===== src/rtl/rf_write_arbiter.sv =====
// rf_write_arbiter: round-robin arbiter for a single register-file write port.
// Each write is sequenced as SETUP (address/data stable, WriteEnable low) then
// STROBE (WriteEnable high), so the register file sees a fresh rising edge
// per write. A per-register pending scoreboard tracks captured, unstrobed writes.
// Optional macro RF_ZERO_REG_EN: register 0 is hard-zero, and writes to it are
// granted but dropped.
module rf_write_arbiter #(
    parameter int NUM_REQ = 3,
    parameter int ADDR_W  = 4,
    parameter int DATA_W  = 16
) (
    input  logic                      clk,
    input  logic                      rst,
    input  logic [NUM_REQ-1:0]        req,
    input  logic [NUM_REQ*ADDR_W-1:0] req_addr,
    input  logic [NUM_REQ*DATA_W-1:0] req_data,
    output logic [NUM_REQ-1:0]        gnt,
    output logic                      WriteEnable,
    output logic [ADDR_W-1:0]         writeAddr,
    output logic [DATA_W-1:0]         writedata,
    output logic [2**ADDR_W-1:0]      pending,
    output logic                      busy
);
    localparam int IW = $clog2(NUM_REQ);

    typedef enum logic [1:0] {IDLE, SETUP, STROBE} state_t;

    state_t              state, state_n;
    logic [IW-1:0]       last, gidx, idx;
    logic                found, accept, win;
    logic [ADDR_W-1:0]   gaddr;
    logic [DATA_W-1:0]   gdata;
    logic [2**ADDR_W-1:0] pend_n;

    assign win   = !rst && (state == IDLE || state == STROBE);
    assign gaddr = req_addr[int'(gidx)*ADDR_W +: ADDR_W];
    assign gdata = req_data[int'(gidx)*DATA_W +: DATA_W];

`ifdef RF_ZERO_REG_EN
    assign accept = found && (gaddr != '0);
`else
    assign accept = found;
`endif

    // Round-robin search starting just after the last granted requester.
    always_comb begin
        gnt   = '0;
        gidx  = last;
        found = 1'b0;
        idx   = '0;
        for (int i = 1; i <= NUM_REQ; i++) begin
            idx = IW'((int'(last) + i) % NUM_REQ);
            if (win && !found && req[idx]) begin
                found    = 1'b1;
                gidx     = idx;
                gnt[idx] = 1'b1;
            end
        end
    end

    // Next state plus scoreboard update: clear the strobed register, then set the newly captured one.
    always_comb begin
        state_n = state;
        pend_n  = pending;
        if (state == STROBE) pend_n[writeAddr] = 1'b0;
        if (accept) pend_n[gaddr] = 1'b1;
        case (state)
            IDLE:    state_n = accept ? SETUP : IDLE;
            SETUP:   state_n = STROBE;
            STROBE:  state_n = accept ? SETUP : IDLE;
            default: state_n = IDLE;
        endcase
    end

    // State, pointer, registered write port and scoreboard.
    always_ff @(posedge clk) begin
        if (rst) begin
            state       <= IDLE;
            last        <= IW'(NUM_REQ - 1);
            WriteEnable <= 1'b0;
            writeAddr   <= '0;
            writedata   <= '0;
            pending     <= '0;
            busy        <= 1'b0;
        end else begin
            state       <= state_n;
            WriteEnable <= (state_n == STROBE);
            busy        <= (state_n != IDLE);
            pending     <= pend_n;
            if (found) last <= gidx;
            if (accept) begin
                writeAddr <= gaddr;
                writedata <= gdata;
            end
        end
    end
endmodule


===== config.mk =====
export PLATFORM = sky130hd
export DESIGN_NAME = rf_write_arbiter
export DESIGN_NICKNAME = d
export VERILOG_FILES = /design/src/rtl/rf_write_arbiter.sv
export SDC_FILE = /design/constraint.sdc
export NUM_CORES = 1
export LEC_CHECK = 0
export BUFFER_PORTS_ARGS = -buffer_cell sky130_fd_sc_hd__buf_2
export CAP_MARGIN = 10
export CORE_AREA = 2 2 87 89
export CTS_BUF_LIST = sky130_fd_sc_hd__clkbuf_4 sky130_fd_sc_hd__clkbuf_8
export CTS_CLUSTER_DIAMETER = 80
export DETAILED_ROUTE_END_ITERATION = 12
export DIE_AREA = 0 0 89 91
export SYNTH_ARGS = -nofsm -noshare
export SYNTH_HDL_FRONTEND = slang
export SYNTH_SLANG_ARGS = --single-unit

===== constraint.sdc =====
create_clock -name clk -period 8.4 [get_ports clk]
set_clock_uncertainty 0.2 [all_clocks]
set_input_delay 2.1 -clock clk [delete_from_list [all_inputs] [get_ports clk]]
set_output_delay 2.1 -clock clk [all_outputs]
set_load 0.02 [all_outputs]

# Yosys cells after proc, flatten, opt, wreduce, memory -nomap -nowiden
# Cells that the tools add are included.
word_totals:
  out_inout_bits: 41
  word_cells: 80
  reg_bits: 42
  inputBits: 65
classes:
  n_reduce_logical: 18
  div_mod_pow: 3
  bitwise_logic: 5
  magnitude_cmp: 10
  addsub: 3
  n_shift: 2
  mux: 29
  n_eq_ne: 3
ops:
  columns: ["cell", "n"]
  rows:
  - ["$mod 32x3->32 const B", 3]
  - ["$shiftx 48x7->16", 1]
  - ["$mux 16", 2]
  - ["$and 16x16->16", 1]
  - ["$not 16->16", 1]
  - ["$or 16x16->16", 1]
  - ["$mux 1", 12]
  - ["$shiftx 12x5->4", 1]
  - ["$logic_and 1x1->1", 11]
  - ["$lt 4x5->1 const B", 2]
  - ["$lt 2x3->1 const B", 3]
  - ["$mux 3", 3]
  - ["$demux 1 s4", 2]
  - ["$ge 4x1->1 const B", 2]
  - ["$add 2x2->3 const B", 2]
  - ["$bmux 1 s2", 3]
  - ["$demux 1 s2", 3]
  - ["$ge 2x1->1 const B", 3]
  - ["$mux 2", 3]
  - ["$or 3x3->3", 2]
  - ["$eq 2x2->1 const B", 2]
  - ["$pmux 2 s2", 1]
  - ["$add 2x1->3 const B", 1]
  - ["$logic_not 1->1", 3]
  - ["other kinds (5)", 5]

# Longest topological paths before layout
depth:
  ltp_word: 21
  mapped_depth: 12
  mapped_depth_nobuf: 10

# Least setup slack after synthesis
# No wires, ideal clock.
synth_path:
  kind: "input to output"
  startpoint: "in rst"
  endpoint: "out gnt[0]"
  t_arrival_ns: 3.577
  t_required_ns: 6.100
  cell_stages: 8
  path_buffers: 2
  path_slack_ns: 2.523
  path_cell_list: "or2_1 a21oi_2 and2_1 buf_2 buf_2 nor2_1 a222oi_1 inv_1"
synth_via:
  elab_chain_len: 12
  word_cells_on_any_way: 16
  classes_between: "5 x mux; 2 x bitwise; 9 x reduce/logical"
synth_rtl:
  columns: ["item", "line_no", "source"]
  rows:
  - ["start: declaration", "13", "input logic rst,"]
  - ["$logic_not 1->1 (*)", "35", "assign win = !rst && (state == IDLE || state == STROBE);"]
  - ["$logic_and 1x1->1 (*)", "35", null]
  - ["$logic_and 1x1->1", "53", "if (win && !found && req[idx]) begin"]
  - ["$mux 1", "53", null]
  - ["$logic_not 1->1", "53", null]
  - ["$logic_and 1x1->1 (2 in series)", "53", null]
  - ["$mux 1", "53", null]
  - ["$logic_not 1->1", "53", null]
  - ["$logic_and 1x1->1 (2 in series)", "53", null]
  - ["$mux 3 (*)", "53", null]
  - ["end: declaration", "17", "output logic [NUM_REQ-1:0] gnt,"]
# Mark *: on every way between the ends. The rest lies on a longest branch, timed or not.

# Worst setup path in the final report
# Same ends and word-level chain as after synthesis.

==> flow_summary.toml <==
[routing]
drt-met1-wl_mm = 3.11
wl_met3_um = 424
drt-wirelength-per-cell_um = 14.5
first_iter_violations = 119
via_per_inst = 5.28
vias = 2502
route.detailed.drc = 0
maxUsedRoutingLayer = "met4"
detail_route.wirelength_mm = 6.87
ant_nets = 0
met2_length_mm = 3.29
first_pass_iters = 4

[synthesis]
synth_area_leaders = "dfxtp_1 (32%), a221oi_2 (5.9%), mux2_4 (5.3%)"
syn_area_um2 = 2540
synth_async_sr_flop_share = 0
yosys.area.top_type = "dfxtp_1"
syn_inst = 280
synth_edf_count = 0
ys_seq_elements = 41
synth_top_area_frac = 0.323
synth_ff_type = "dfxtp_1"
synthDistinctLibCells = 50
ys_seq_area_frac = 0.323
yosysWarnings = 0
synth_area_per_cell_um2 = 9.06
syn-num-nets = 349

[power_and_ir_drop]
power.density_nw_per_um2 = 462
power_frac_seq = 0.222
pwr-share-comb = 0.667
p_sw_w = 0.000768
p_leak_nw = 1.42
total_power_w = 0.00148
p_int_w = 0.000716
clkPwrFrac = 0.112
swShare = 0.518
irDropWorstVdd_mv = 0.184

[clocking]
clockRootBuffer = "clkbuf_8"
cts_sinks = 41
htreeDepth = 2
clock_latency_ps = 290
post_cts_buffers = 0
post_cts_resized = 0
cts.clk_slew.worst_paths_ps = 80
numCtsBuffers = 5
clk_path_buf_depth = 2
cts-hold-fix-buffers = 0
cts_tree = "done"

[timing]
rsz0062_at_grt = "no"
fmax_mhz = 150
finalSetupTns_ps = 0
tightest_slew_ps = 906
finalMaxSlewViolations = 0
slew_headroom = 0.394
setup_viol = 0
finalHoldViolCount = 0
fin_crit_sh = 0.792
timing.hold.ws_ps = 256
period_needed_ps = 6650

[global_route]
grt_max_degree = 43
grt_usage = 0.165
grt_pass1_vias = 2334
grt_antenna_before_repair = 0
grt_pass1_wl_mm = 10.9
grt_overflow = 0

[critical_path]
arrival_ps = 4350
cp_cell_sequence = "buf_2, or2_1, a21oi_2, and2_1, nor2_1, a222oi_1, inv_1, buf_2"
worstPathMaxFanout = 42
critPathLaunchType = "input port"
worstSetupPathType = "input port to output pin"
crit_slowest_cell = "and2_1"
rr_worst_depth = 10
required_ps = 6100
cp_slowest_stage_delay_ps = 490
end_kind = "output pin"
cp_common_cell = "buf_2"

[worst_hold_path]
whs_path_depth = 2
worstHoldPathType = "flop to flop"

[place]
io_buffer_count = 105
gp_congestion = 0.851
dpl.hpwl_mm = 5.16

[die]
die_area_um2 = 8100
die_h_um = 91
dieWidth_um = 89
ios = 106
rows = 31
initial_core_util = 0.356
core_um2 = 7140

[finish]
mostFrequentLayoutCell = "buf_2"
multi_input_area_um2 = 1600
register_area_um2 = 821
diodes = 0
mostFrequentLayoutCells = "buf_2 (105), dfxtp_1 (41), nor2_1 (29)"
fin_nets = 443
nFillCells = 757
drive_gt1_frac = 0.413
syn_to_final_growth_pct = 26.6

[flow_run]
cap_violations = 0

[status]
status = "complete, no violations"
## power by group through the flow
stage                     sequential, W  clock [W]  combinational, W
after CTS                      0.000328   0.000169          0.000991
after global routing           0.000341   0.000177           0.00108
after detailed placement       0.000331          0          0.000991
after global placement         0.000330          0          0.000983
final                          0.000329   0.000166          0.000989
after floorplan                0.000410          0          0.000710
## sequential cells by signal, indices dropped and copies added (netlist names)
name,cells
pending,16
busy,1
writeAddr,4
state,1
WriteEnable,1
writedata,16
last,2
## final timing paths
check	from	to	slack, ps
max	rst	gnt[0]	1750
max reg2reg	last[1]	pending[10]	3820
min reg2reg	pending[14]	pending[14]	260
min	pending[14]	pending[14]	260
## worst max-delay path, delay by kind of cell
kind	cells	cell delay [ps]
simple gates	3	1010
compound gates	2	670
buf+inv	3	550
## cells by family after synthesis
group           count (synthesis)  synth area share
flops                          41             0.323
compound gates                 91             0.301
mux                            20             0.105
buf+inv                        24            0.0493
simple gates                  100             0.202
fa+ha+maj                       4            0.0197
## area by class of cell
type / count / area share
Clock buffer: 7 / 0.0280
Clock inverter: 1 / 0.00935
Sequential cell: 41 / 0.256
Tap cell: 99 / 0.0386
Timing Repair Buffer: 105 / 0.164
Inverter: 6 / 0.00701
Multi-Input combinational cell: 215 / 0.498
## layer usage
| layer | vias up | GRT usage |
|---|---|---|
| met4 | 0 | 0.0311 |
| met2 | 86 | 0.279 |
| li1 | 1262 | - |
| met3 | 4 | 0.0364 |
| met5 | - | 0 |
| met1 | 1150 | 0.214 |
## cells in the mapped netlist (2+ instances only)
cell and count:
buf_4 5, o221ai_1 4, mux2_4 9, clkbuf_1 8, nor3b_1 2, buf_2 4
a22o_1 2, nor3_2 2, dfxtp_1 41, or3_1 2, nand2b_1 9, o211ai_1 4
a21oi_1 17, mux2_2 7, nand3_1 2, nor2_1 29, a211o_1 4, a211oi_1 3
ha_1 4, nand4_1 17, a22oi_4 3, a221oi_2 10, a31o_2 2, o22ai_1 2
mux2i_1 3, inv_1 5, a21oi_2 2, and2_1 2, o21ai_0 20, or2_2 3
nor3_1 14, nand2_1 14, a221oi_1 8
## per-stage QoR
stage               instance area [µm²]  instances  setup WS, ps  utilization
floorplan                          2540        280          2520            -
global placement                   3090        466          1900        0.433
detailed placement                 3090        466          1770        0.433
CTS                                3210        474          1760        0.450
global route                       3210        474          1600        0.450
finish                             3210        474          1750        0.450
Note: power is estimated with default switching activity, not from simulation.
